==> src/rtl/w_and_x_loader_if.sv <==
// Word stream in, committed w/x vectors out, between host stream and the w/x spreader.
// slave is the loader side, master is the host/consumer side.
interface w_and_x_loader_if #(
    parameter int unsigned size      = 3,
    parameter int unsigned data_size = 16
);
    logic [data_size-1:0]      in_data;
    logic                      in_valid;
    logic                      in_is_w;
    logic                      in_ready;
    logic [data_size*size-1:0] w;
    logic [data_size*size-1:0] x;
    logic                      set_w;
    logic                      x_valid;
    logic                      x_ready;

    modport slave (
        input  in_data, in_valid, in_is_w, x_ready,
        output in_ready, w, x, set_w, x_valid
    );

    modport master (
        output in_data, in_valid, in_is_w, x_ready,
        input  in_ready, w, x, set_w, x_valid
    );
endinterface

==> src/rtl/w_and_x_loader.sv <==
// Assembles size-word weight/activation vectors and commits them whole to w (set_w pulse)
// or x (x_valid/x_ready handshake).
module w_and_x_loader #(
    parameter int unsigned size      = 3,
    parameter int unsigned data_size = 16
) (
    input logic                clk,
    input logic                reset,
    w_and_x_loader_if.slave    bus
);
    localparam int unsigned IdxW = (size > 1) ? $clog2(size) : 1;
    localparam int unsigned BusW = data_size * size;

    typedef enum logic [1:0] {
        StLoad   = 2'd0,
        StPulseW = 2'd1,
        StHoldX  = 2'd2
    } state_e;

    state_e          r_state, w_state_nxt;
    logic [IdxW-1:0] r_idx, w_idx_nxt;
    logic            r_typ, w_typ_nxt;
    logic [BusW-1:0] r_buf, w_buf_nxt;
    logic [BusW-1:0] r_w, w_w_nxt;
    logic [BusW-1:0] r_x, w_x_nxt;

    logic            w_in_ready;
    logic            w_fire;
    logic            w_last;
    logic            w_typ_cur;
    logic [BusW-1:0] w_buf_wr;

    // Reset gates in_ready so no word is taken while reset is held.
    assign w_in_ready = (r_state == StLoad) && !reset;
    assign w_fire     = bus.in_valid && w_in_ready;
    assign w_last     = (r_idx == IdxW'(size - 1));
    // On lane 0 the type is the incoming flag (matters when size is 1).
    assign w_typ_cur  = (r_idx == '0) ? bus.in_is_w : r_typ;

    always_comb begin
        w_buf_wr = r_buf;
        w_buf_wr[data_size*r_idx +: data_size] = bus.in_data;
    end

    always_comb begin
        w_state_nxt = r_state;
        w_idx_nxt   = r_idx;
        w_typ_nxt   = r_typ;
        w_buf_nxt   = r_buf;
        w_w_nxt     = r_w;
        w_x_nxt     = r_x;
        case (r_state)
            StLoad: begin
                if (w_fire) begin
                    w_buf_nxt = w_buf_wr;
                    if (r_idx == '0) begin
                        w_typ_nxt = bus.in_is_w;
                    end
                    if (w_last) begin
                        w_idx_nxt = '0;
                        if (w_typ_cur) begin
                            w_w_nxt     = w_buf_wr;
                            w_state_nxt = StPulseW;
                        end else begin
                            w_x_nxt     = w_buf_wr;
                            w_state_nxt = StHoldX;
                        end
                    end else begin
                        w_idx_nxt = r_idx + 1'b1;
                    end
                end
            end
            StPulseW: w_state_nxt = StLoad;
            StHoldX: begin
                if (bus.x_ready) begin
                    w_state_nxt = StLoad;
                end
            end
            default: w_state_nxt = StLoad;
        endcase
    end

    always_ff @(posedge clk) begin
        if (reset) begin
            r_state <= StLoad;
            r_idx   <= '0;
            r_typ   <= 1'b0;
            r_buf   <= '0;
            r_w     <= '0;
            r_x     <= '0;
        end else begin
            r_state <= w_state_nxt;
            r_idx   <= w_idx_nxt;
            r_typ   <= w_typ_nxt;
            r_buf   <= w_buf_nxt;
            r_w     <= w_w_nxt;
            r_x     <= w_x_nxt;
        end
    end

    assign bus.in_ready = w_in_ready;
    assign bus.w        = r_w;
    assign bus.x        = r_x;
    assign bus.set_w    = (r_state == StPulseW);
    assign bus.x_valid  = (r_state == StHoldX);
endmodule

==> src/flat_wrapper.sv <==
// flat-port wrapper written by rule: the top's interface ports become plain ports
module w_and_x_loader_flat 
#(
    parameter int unsigned size      = 3,
    parameter int unsigned data_size = 16
)
  (clk, reset, bus_in_data, bus_in_valid, bus_in_is_w, bus_x_ready, bus_in_ready, bus_w, bus_x, bus_set_w, bus_x_valid);
  w_and_x_loader_if #(.size(size), .data_size(data_size)) bus_i ();
  input logic clk;
  input logic reset;
  input wire logic [$bits(bus_i.in_data)-1:0] bus_in_data;
  input wire logic [$bits(bus_i.in_valid)-1:0] bus_in_valid;
  input wire logic [$bits(bus_i.in_is_w)-1:0] bus_in_is_w;
  input wire logic [$bits(bus_i.x_ready)-1:0] bus_x_ready;
  output wire logic [$bits(bus_i.in_ready)-1:0] bus_in_ready;
  output wire logic [$bits(bus_i.w)-1:0] bus_w;
  output wire logic [$bits(bus_i.x)-1:0] bus_x;
  output wire logic [$bits(bus_i.set_w)-1:0] bus_set_w;
  output wire logic [$bits(bus_i.x_valid)-1:0] bus_x_valid;
  assign bus_i.in_data = bus_in_data;
  assign bus_i.in_valid = bus_in_valid;
  assign bus_i.in_is_w = bus_in_is_w;
  assign bus_i.x_ready = bus_x_ready;
  assign bus_in_ready = bus_i.in_ready;
  assign bus_w = bus_i.w;
  assign bus_x = bus_i.x;
  assign bus_set_w = bus_i.set_w;
  assign bus_x_valid = bus_i.x_valid;
  w_and_x_loader #(.size(size), .data_size(data_size)) u_core (.clk(clk), .reset(reset), .bus(bus_i));
endmodule
==> config.mk <==
export PLATFORM = sky130hd
export DESIGN_NAME = w_and_x_loader_flat
export DESIGN_NICKNAME = d
export VERILOG_FILES = /design/src/rtl/w_and_x_loader_if.sv /design/src/rtl/w_and_x_loader.sv /design/src/flat_wrapper.sv
export SDC_FILE = /design/constraint.sdc
export NUM_CORES = 1
export LEC_CHECK = 0
export ABC_AREA = 0
export CORE_UTILIZATION = 50
export CTS_CLUSTER_DIAMETER = 60
export CTS_CLUSTER_SIZE = 20
export DETAILED_ROUTE_END_ITERATION = 10
export HOLD_SLACK_MARGIN = 0.08
export PLACE_DENSITY = 0.79
export SLEW_MARGIN = 20
export SYNTH_ARGS = -nofsm -noshare
export SYNTH_HDL_FRONTEND = slang
export SYNTH_SLANG_ARGS = --single-unit
==> constraint.sdc <==
create_clock -name clk -period 2.55 [get_ports clk]
set_input_delay 0.3825 -clock clk [delete_from_list [all_inputs] [get_ports clk]]
set_output_delay 0.3825 -clock clk [all_outputs]
set_load 0.02 [all_outputs]
Word-level counts from Yosys, hierarchy flattened --
Cells that the tools add are included.
Operators by class: add/sub/neg operators 2, eq/ne operators 6, shift-type cells 2, mux-type cells 8, bitwise logic cells 1, reduce and logical (&&, ||, !) cells 9
Operator list (count):
- 48-bit bitwise mux | 1
- 16-bit by 34-bit variable shift with 48-bit output (first input constant) | 1
- 16-bit by 34-bit variable part select with 48-bit output | 1
- 6-bit negator with 34-bit output | 1
- 2-bit two-way mux | 5
- 4-bit AND reduction | 2
- 2-bit equality test (second input constant) | 2
- 2-bit logical NOT | 2
- 2-bit by 1-bit != test with 1-bit output (second input constant) | 2
- 2-bit case mux with 2 select lines | 1
- 3-bit AND reduction | 1
- 2-bit by 1-bit adder with 2-bit output (second input constant) | 1
- 2-bit by 1-bit equality test with 1-bit output (second input constant) | 1
- 1-bit logical AND | 2
- 2-bit != test (second input constant) | 1
- 2-bit AND reduction | 1
- 1-bit logical NOT | 1
- 1-bit two-way mux | 1
- 1-bit inverter | 1
Word-level totals: register bits after elaboration 149, input port bits 21, output and inout port bits 99

Depth between registers and ports, before layout --
Gate-level depths: netlist of the first run.
depth after elaboration 6, depth in mapped cells 8, mapped depth without buffers 6

Worst setup path after synthesis of the first run --
OpenSTA, ideal clock, no wires.
path type register to register, start register u_core.r_idx[0], end register u_core.r_x[36] (netlist: u_core.bus.x[36]), data arrival time 1.782 ns, required time 2.424 ns, slack 0.642 ns, stages on the path, launching flop included 7, buffers on the path 1, cell sequence dfxtp_1 -> inv_1 -> ha_1 -> mux2i_1 -> nand3_2 -> buf_2 -> mux2i_1
Between the ends: longest elaborated chain between the ends 4
Ends and longest elaborated chain:
- start: declaration | line w_and_x_loader.sv:21 | logic [IdxW-1:0] r_idx, w_idx_nxt;
- start signal: assignment | line w_and_x_loader.sv:93 | r_idx <= w_idx_nxt;
- branches (longest 4 deep; another with 6-bit negator with 34-bit output)
- end signal: assignment | line w_and_x_loader.sv:97 | r_x <= w_x_nxt;
- end: declaration | line w_and_x_loader.sv:25 | logic [BusW-1:0] r_x, w_x_nxt;
Several ways; the timed one is not identified. A chain may end at the register's enable or synchronous reset.

Worst setup path after layout of the first run --
start register u_core.r_idx[0], end register u_core.r_w[46] (netlist: u_core.bus.w[46])
Between the ends: longest elaborated chain between the ends 3
Ends and longest elaborated chain:
- 6-bit negator with 34-bit output or 2-bit logical NOT (tied branches) | line w_and_x_loader.sv:42, w_and_x_loader.sv:38
- 16-bit by 34-bit variable part select with 48-bit output (tied with other cells) | line w_and_x_loader.sv:42 | w_buf_wr[data_size*r_idx +: data_size] = bus.in_data;
- 48-bit bitwise mux or 4-bit AND reduction (tied branches)
- end signal: assignment | line w_and_x_loader.sv:96 | r_w <= w_w_nxt;
- end: declaration | line w_and_x_loader.sv:24 | logic [BusW-1:0] r_w, w_w_nxt;
Several ways; a longest one is shown, not always the timed one.

==> results of run 1 <==
Yosys cell counts, drive strengths merged:
cell type / instances
nor2: 1
a21oi: 1
a22o: 6
mux2: 1
nand3: 5
nor3b: 1
nand4b: 16
buf: 23
and3: 1
a31oi: 91
nor3: 2
nor2b: 29
dfxtp: 133
nand2: 2
nor4b: 2
nand2b: 33
o31ai: 2
a211oi: 64
nand3b: 27
inv: 5
or4b: 1
ha: 5
mux2i: 33
and3b: 2
a32oi: 6
clkbuf: 47
o21ai: 27
power by group through the flow:
stage | sequential, W | clock, W | combinational, W
final | 0.00215 | 0.00251 | 0.000566
after global placement | 0.00219 | 0 | 0.000536
after floorplan | 0.00220 | 0 | 0.000328
after detailed placement | 0.00219 | 0 | 0.000550
after CTS | 0.00215 | 0.00253 | 0.000555
after global routing | 0.00215 | 0.00263 | 0.000599
per-layer routing:
metal  track usage  share of wire  vias to the layer above
met1         0.377           0.43                     2441
li1              -              -                     2317
met2         0.449           0.48                      235
met4        0.0949          0.020                        0
met5             0              0                        -
met3        0.0599          0.066                       25
cells by family (layout without fill, tap and decap cells):
kind of cell             Yosys count  in the layout
adder cells (fa/ha/maj)            5              5
multiplexers                      34             34
AND/OR/NAND/NOR                  122            122
flip-flops                       133            133
AO/OA/AOI/OAI                    197            197
buffers and inverters             75            176
per-stage QoR:
stage,cells,hold slack (ns),utilization
6_report,807,0.414,0.688
5_1_grt,807,0.414,0.688
4_1_cts,807,0.393,0.688
3_5_place_dp,775,0.466,0.632
3_3_place_gp,775,0.461,0.632
2_1_floorplan,566,0.450,-
area by class of cell:
type                    count  area share
multi-input cells         358       0.349
repair buffers            139       0.186
flip-flops and latches    133       0.357
clock inverters            15      0.0260
well taps                 140      0.0235
clock buffers              17      0.0555
inverters                   5     0.00252
final timing paths:
check                    from                to  slack [ns]  depth (start not counted)
min reg2reg  u_core.bus.w[37]  u_core.bus.w[37]        0.47                          2
min                     reset   u_core.r_idx[1]        0.41                          5
max           u_core.r_idx[0]  u_core.bus.w[46]        0.19                          7
max reg2reg   u_core.r_idx[0]  u_core.bus.w[46]        0.19                          7
flip-flops by register name, summed over array words and instances, names as in the netlist:
| register | flops |
|---|---|
| u_core.bus.w | 48 |
| u_core.bus.x | 48 |
| u_core.r_buf | 32 |
| u_core.r_idx | 2 |
| u_core.r_state | 2 |
| u_core.r_typ | 1 |
worst max-delay path, stage by stage (launching register included):
cell and delay [ns]:
dfxtp_1 0.49, inv_1 0.15, ha_1 0.34, mux2_2 0.51
nand3_1 0.17, inv_1 0.13, buf_12 0.24, mux2i_1 0.24
==> metrics, run 1 <==
antenna violations before repair=0; Syn. warnings=0; dpl ws=0.234 ns; combinational share of power=0.108; drt total wl=15,800 um; status=completed; skew final=between 0.007 and 0.008 ns; Crit Path Class=flop to flop; Max Transition Viols Final=0; die height=108 um; Initial DRC Count=513; PD cells=~700 nW/um^2; Starting Density=0.514; leading cell type in the layout, fill and taps excluded=dfxtp_1; Synth Area in Adders=0.0112; crit path DAT=2.80 ns; Post-DP Area=6850 sq um; router iterations before antenna repair=5; crit path capture type=flop; Final Cell Area=7460 sq um; Final Hold Vio Count=0; HP Class=primary input to flop; share of total power in the clock network=0.481; Fillers=~800; port bufs=about 120; cts hold-fix bufs=0; cell type with the largest total area after synthesis=dfxtp_1; final worst path period share=0.927; Synth-to-Final Area Change=33.9%; top area cells in the synthesized netlist=dfxtp_1 (48%), a31oi_1 (10%), a211oi_1 (8.6%); Max-cap violations=0; first-pass GRT wire length=roughly 25,000 um; diode count=0; Mean Syn Cell Area=between 9 and 10 sq um; post-route ant nets=0; largest net degree at the start of global routing=between 70 and 80; Mapped Area=about 5600 sq um; nets=a little under 700; share of layout cells above drive strength 1=0.0915; Netlist cell types=33; Post-Synth XOR/XNOR Area=0; VDD IR max=0.000501 V; cells after synthesis=roughly 570; internal power contribution=0.00383 W; Multi-input gate area=2610 sq um; core area=roughly 11,000 sq um; # rows=38; top-level I/O count=between 100 and 150; CTS buffer count=17; worst setup margin=0.187 ns; CTS max path bufs=2; RSZ-0062 raised after global routing=no; Placer Congestion=0.900; Clk pin slew, worst setup/hold paths=around 0.06 ns; Vias/cell=just over 6; sequential cell area=about 2700 sq um; DP HPWL=10,300 um; min cycle time layout=between 2 and 2.5 ns; most frequent cells in the layout=dfxtp_1 (133), clkdlybuf4s50_1 (118), a31oi_1 (91), a211oi_1 (64), nand2b_1 (33); vias in the first global route=approximately 4,700; fmax=between 400 and 500 MHz; CP Max Fanout=40; Seq pwr share=0.411; GR Util All Layers=0.282; Net Sw Power=between 0.001 and 0.0015 W; CTS tree=done; total design power=~0.0052 W; Lkg Pwr=~2.5 nW; Synthesized Nets=592; Final setup viols=0; Resized Gates After CTS=0; Synth top area share=0.478; largest family of logic cells by synthesized area=compound AO/OA/AOI/OAI gates; DRC=0; clock sinks=133; worst-margin pin slew=~0.68 ns; Startpoint Class=flop; Rel. slew slack=0.547; Synth Area in Compound Gates=0.235; setup TNS=0 ns; H-Tree Level Count=4; worst endpoint required time=roughly 3.0 ns; post-synthesis sequential area ratio=0.478; mux contribution to synthesized area=0.0613; root buf cell=clkbuf_8; post-CTS setup buffers=0; Die ar.=around 12,000 sq um; simple-gate portion of the synthesized area=0.155; routed len/inst=around 20 um; clk_lat worst skew=roughly 0.52 ns; flops & latches, synth=approximately 130; vias=~5,000; switch share=0.266; Die W=around 110 um; GRT overflow=0
Power figures use the tool's default switching activity.
==> run 2: changes to the inputs <==
Settings changed: CORE_UTILIZATION 50 to 45, PLACE_DENSITY 0.79 to 0.75.
Clock period 2.55 ns to 2 ns, I/O delays scaled along.
==> run 2 against run 1 <==
Effect of this change: fmax rose by 25%; largest cell class unchanged; highest routed layer unchanged; combinational power increased by 35%; clock skew down 0.0010 ns; worst hold slack improved by 0.060 ns.
==> metrics, run 2 (synthesis results as in run 1) <==
status=completed; crit path capture type=flop; WL met2=7840 um (+2.4%); port bufs=119 (unchanged); max layer used=met4; min cycle time layout=1.90 ns (-0.466 ns); Post-DP Area=7010 sq um (+2.2%); placed insts=817 (+5.4%); post-route ant nets=0 (unchanged); core area=12,100 sq um (+11%); fmax=527 MHz (+25%); switch share=0.245 (-0.0216); GR Util All Layers=0.258 (-0.0241); Initial DRC Count=527 (+2.7%); most frequent CP cell=inv_1; Die W=113 um (+5.3%); cell chain of the critical path=inv_1 > ha_4 > mux2_2 > nand3_1 > inv_1 > buf_12 > a211oi_1; root buf cell=clkbuf_16; nets=694 (+2.1%); DP HPWL=10,800 um (+5.7%); crit path DAT=2.21 ns (-0.59 ns); M1 wire length=6900 um (+1.1%); Crit Path Class=flop to flop; Final Hold Vio Count=0 (unchanged); GRT overflow=0 (unchanged); worst-margin pin slew=0.706 ns (+0.0274 ns); min-delay src=u_core.bus.x[32]; DRC=0 (unchanged); routed len/inst=19.2 um (-2.3%); wire length on met3=1150 um (+10%); largest net degree at the start of global routing=73 (-2.7%); Slowest cell on crit path=mux2_2; most frequent cells in the layout=dfxtp_1 (133), clkdlybuf4s50_1 (115), a31oi_1 (91), a211oi_1 (64), nand2b_1 (33); RSZ-0062 raised after global routing=no; antenna violations before repair=0 (unchanged); CP Max Fanout=26 (-35%); first-pass GRT wire length=25,700 um (+2.6%); top-level I/O count=120 (unchanged); clock sinks=133 (unchanged); Max-cap violations=0 (unchanged); Max Transition Viols Final=0 (unchanged); VDD IR max=0.000441 V (-12%); Die ar.=12,800 sq um (+11%); final non-filler cell total=849 (+5.2%); Clk pin slew, worst setup/hold paths=0.06 ns (about the same); vias=5,076 (+1.2%); CTS tree=done; worst endpoint required time=2.32 ns (-0.67 ns); Rel. slew slack=0.529 (-0.0183); Net Sw Power=0.00163 W (+17%); Final Cell Area=7630 sq um (+2.3%); Worst Reg-to-Reg Cells=7 (unchanged); diode count=0 (unchanged); CTS max path bufs=2 (unchanged); reg-to-reg startpoint=u_core.r_idx[1]; die height=113 um (+5.3%); final core occ=0.633 (-0.0557); final worst path period share=0.949 (+0.0220); Final setup viols=0 (unchanged); leading cell type in the layout, fill and taps excluded=dfxtp_1; hold endpoint=u_core.bus.x[32]; cts hold-fix bufs=0 (unchanged); skew final=0.00675 ns (-0.000995 ns); post-CTS setup buffers=0 (unchanged); H-Tree Level Count=4 (unchanged); Lkg Pwr=2.67 nW (+4.8%); Synth-to-Final Area Change=36.9%; worst hold stages=2 (-3); PD cells=872 nW/um^2 (+25%); internal power contribution=0.00503 W (+31%); CTS buffer count=17 (unchanged); share of total power in the clock network=0.475 (-0.006); Vias/cell=5.98 (-3.8%); combinational share of power=0.114 (+0.006); router iterations before antenna repair=5 (unchanged); vias in the first global route=4,865 (+3.2%); share of layout cells above drive strength 1=0.109 (+0.0172); clk_lat worst skew=0.41 ns (-0.11 ns); FF-to-FF setup slack=0.10 ns (-0.08 ns); Seq pwr share=0.411 (about the same); Placer Congestion=0.847 (-5.9%); drt total wl=16,300 um (+2.8%); # rows=40 (+5.3%); Slowest Stage Delay on Critical Path=0.41 ns (-0.10 ns); Hold Slack=0.473 ns (+0.0597 ns); Starting Density=0.462 (-0.0520); HP Class=flop to flop; Startpoint Class=flop; RR Endpoint=u_core.bus.w[7]
run 2: cell type report:
class                   count  area [sq um]
multi-input cells         358          2620
clock inverters             9           125
fillers                   957          4430
flip-flops and latches    133          2660
well taps                 168           210
inverters                   5          18.8
repair buffers            153          1510
clock buffers              23           478
run 2: stage by stage:
step	total power, W	setup WS [ns]	TNS, ns
3_5_place_dp	0.00352	-0.121	-1.71
5_1_grt	0.00687	0.00851	0
4_1_cts	0.00666	0.00400	0
2_1_floorplan	0.00322	0.0923	0
6_report	0.00665	0.103	0
3_3_place_gp	0.00350	-0.0616	-0.815
run 2: timing repair:
item                                    4_1_cts  5_1_grt
gates resized for setup                       1        5
pin swaps                                     0        0
endpoints found under the setup margin        4       30
run 2: power by group through the flow:
stage          registers [W]  logic [W]  clock network (W)
4_1_cts              0.00273   0.000742            0.00318
3_5_place_dp         0.00279   0.000735                  0
2_1_floorplan        0.00281   0.000419                  0
3_3_place_gp         0.00278   0.000712                  0
6_report             0.00273   0.000762            0.00316
5_1_grt              0.00274   0.000806            0.00333
run 2: worst max-delay path: cells and delay by family (launching register included):
kind | cells | cell delay, ns
AOI/OAI and AO/OA | 1 | 0.24
adders and majority gates | 1 | 0.23
buffers and inverters | 3 | 0.47
DFF | 1 | 0.31
muxes | 1 | 0.41
and+or+nand+nor | 1 | 0.13
run 2: worst max path at each step:
stage	start	endpoint	slack, ns	cells after the start
after global routing	u_core.r_idx[1]	u_core.bus.w[1]	0.009	7
after detailed placement	bus_in_valid	u_core.bus.x[45]	-0.12	5
after floorplan	u_core.r_idx[0]	u_core.bus.x[36]	0.09	6
final	u_core.r_idx[1]	u_core.bus.w[7]	0.10	7
after CTS	u_core.r_state[1]	bus_in_ready	0.004	3
after global placement	bus_in_valid	u_core.bus.x[45]	-0.06	5
run 2: layer usage:
metal / vias up / global-route usage
met2: 250 / 0.416
li1: 2340 / -
met4: 0 / 0.0939
met1: 2453 / 0.333
met5: - / 0
met3: 33 / 0.0643
==> run 3: changes to the inputs <==
Settings changed: REMOVE_ABC_BUFFERS set to 1, SLEW_MARGIN 20 to 10.
==> run 3 against run 2 <==
Effect of this change: count of clock-buffer cells in the layout did not move; global-route usage fell by 0.31 points; first-iteration DRC count fell by 4.0%; worst hold slack got worse by 0.13 ns; register-to-register slack barely moved; setup slack got worse by 0.013 ns; sequential share of layout area rose by 0.22 points; routed wire length fell by 1.7%; critical path depth did not move; final cell count rose by 0.35%; critical endpoint is now u_core.bus.w[1].
==> metrics, run 3 (synthesis results as in run 1) <==
status=completed; vias in the first global route=4,898 (+0.68%); DRC=0 (unchanged); post-route ant nets=0 (unchanged); FF-to-FF setup slack=0.09 ns (about the same); RR Endpoint=u_core.bus.w[1]; final worst path period share=0.955 (+0.00630); Worst Reg-to-Reg Cells=7 (unchanged); CTS max path bufs=2 (unchanged); post-CTS setup buffers=0 (unchanged); Vias/cell=5.96 (-0.27%); CTS buffer count=17 (unchanged); nets=697 (+0.43%); Die ar.=12,800 sq um (unchanged); largest net degree at the start of global routing=106 (+45%); diode count=0 (unchanged); worst endpoint required time=2.32 ns (about the same); Crit Path Class=flop to flop; router iterations before antenna repair=5 (unchanged); Rel. slew slack=0.400 (-0.129); GR Util All Layers=0.254 (-0.00311); Max-cap violations=0 (unchanged); Multi-input gate area=2630 sq um (+0.29%); Fillers=975 (+1.9%); leading cell type in the layout, fill and taps excluded=dfxtp_1; crit path DAT=2.23 ns (+0.02 ns); vias=5,080 (+0.079%); VDD IR max=0.000569 V (+29%); clk_lat worst skew=0.42 ns (about the same); Final Hold Vio Count=0 (unchanged); hold endpoint=u_core.bus.w[22]; RSZ-0062 raised after global routing=no; Max Transition Viols Final=0 (unchanged); Starting Density=0.462 (unchanged); clock sinks=133 (unchanged); min cycle time layout=1.91 ns (+0.0126 ns); Lkg Pwr=2.65 nW (-0.87%); total design power=0.00648 W (-2.6%); root buf cell=clkbuf_16; top-level I/O count=120 (unchanged); placed insts=820 (+0.37%); PD cells=855 nW/um^2 (-2.0%); DP HPWL=10,700 um (-1.6%); H-Tree Level Count=4 (unchanged); worst-margin pin slew=0.900 ns (+0.194 ns); # rows=40 (unchanged); Clk pin slew, worst setup/hold paths=0.06 ns (about the same); CTS tree=done; first-pass GRT wire length=25,500 um (-1.0%); CP Max Fanout=23 (-12%); crit path capture type=flop; skew final=0.0118 ns (+0.00506 ns); drt total wl=16,000 um (-1.7%); core area=12,100 sq um (unchanged); GRT overflow=0 (unchanged); port bufs=119 (unchanged); fmax=524 MHz (-0.66%); final non-filler cell total=852 (+0.35%); die height=113 um (unchanged); share of layout cells above drive strength 1=0.115 (+0.00683); Final setup viols=0 (unchanged); routed len/inst=18.8 um (-2.1%); min-delay src=reset; Synth-to-Final Area Change=36.1%; Initial DRC Count=506 (-4.0%); Hold Slack=0.348 ns (-0.126 ns); Startpoint Class=flop; sequential cell area=2660 sq um (unchanged); worst hold stages=3 (+1); Die W=113 um (unchanged); reg-to-reg startpoint=u_core.r_idx[1]; Placer Congestion=0.789 (-6.9%); most frequent cells in the layout=dfxtp_1 (133), clkdlybuf4s50_1 (115), a31oi_1 (91), a211oi_1 (63), buf_4 (36); cts hold-fix bufs=0 (unchanged); HP Class=primary input to flop; antenna violations before repair=0 (unchanged)
-- run 3: changes by cell type in the layout (fill, tap and decap cells not counted), moves of 2 or more --
| cell | before | now |
|---|---|---|
| buf_12 | 5 | 2 |
| buf_4 | 30 | 36 |
| clkbuf_1 | 3 | 5 |
| clkbuf_8 | 3 | 1 |
-- run 3: report_power, final --
part | total [W] | internal [W] | switching, W
Clock | 0.00297 | 0.00186 | 0.00112
Sequential | 0.00273 | 0.00270 | 0.0000312
Combinational | 0.000771 | 0.000280 | 0.000491
-- run 3: through the flow --
step / setup TNS [ns] / util / cell area [sq um] / worst slack (ns)
after floorplan: -310.30 / - / 5260 / -3.92
after global placement: -7.99 / 0.580 / 6990 / -0.127
after detailed placement: -11.63 / 0.580 / 6990 / -0.185
after CTS: 0 / 0.626 / 7550 / 0.00306
after global routing: 0 / 0.629 / 7580 / 0.0146
final: 0 / 0.629 / 7580 / 0.0904
-- run 3: layer usage --
metal,vias up,GRT usage,share of wire
li1,2357,-,-
met1,2496,0.306,0.42
met2,201,0.437,0.50
met3,26,0.0584,0.057
met4,0,0.108,0.022
met5,-,0,0
-- run 3: how the worst max path moves through the flow --
stage	end	slack, ns	start	cells after the start
floorplan	u_core.bus.w[33]	-3.92	u_core.r_state[1]	4
global placement	u_core.bus.x[26]	-0.13	bus_in_valid	5
detailed placement	u_core.bus.x[2]	-0.19	bus_in_valid	5
CTS	bus_x_valid	0.003	u_core.r_state[1]	3
global route	u_core.bus.w[15]	0.01	u_core.r_idx[1]	7
finish	u_core.bus.w[1]	0.09	u_core.r_idx[1]	7
-- run 3: final cells by class --
type / count / share of cell area
clock inverters: 9 / 0.0137
repair buffers: 156 / 0.198
inverters: 5 / 0.00248
multi-input cells: 358 / 0.347
well taps: 168 / 0.0277
clock buffers: 23 / 0.0604
flip-flops and latches: 133 / 0.351
-- run 3: repair_timing --
| item | 4_1_cts | 5_1_grt |
|---|---|---|
| endpoints found under the setup margin | 17 | 30 |
| gates resized for setup | 1 | 8 |
| gates cloned | 0 | 0 |
| pin swaps | 0 | 0 |
-- run 3: critical path: stages (launching register included) --
cell and delay [ns]:
dfxtp_1 0.31, inv_1 0.17, ha_4 0.22, mux2_2 0.44
nand3_1 0.15, inv_1 0.10, buf_12 0.17, a211oi_1 0.24
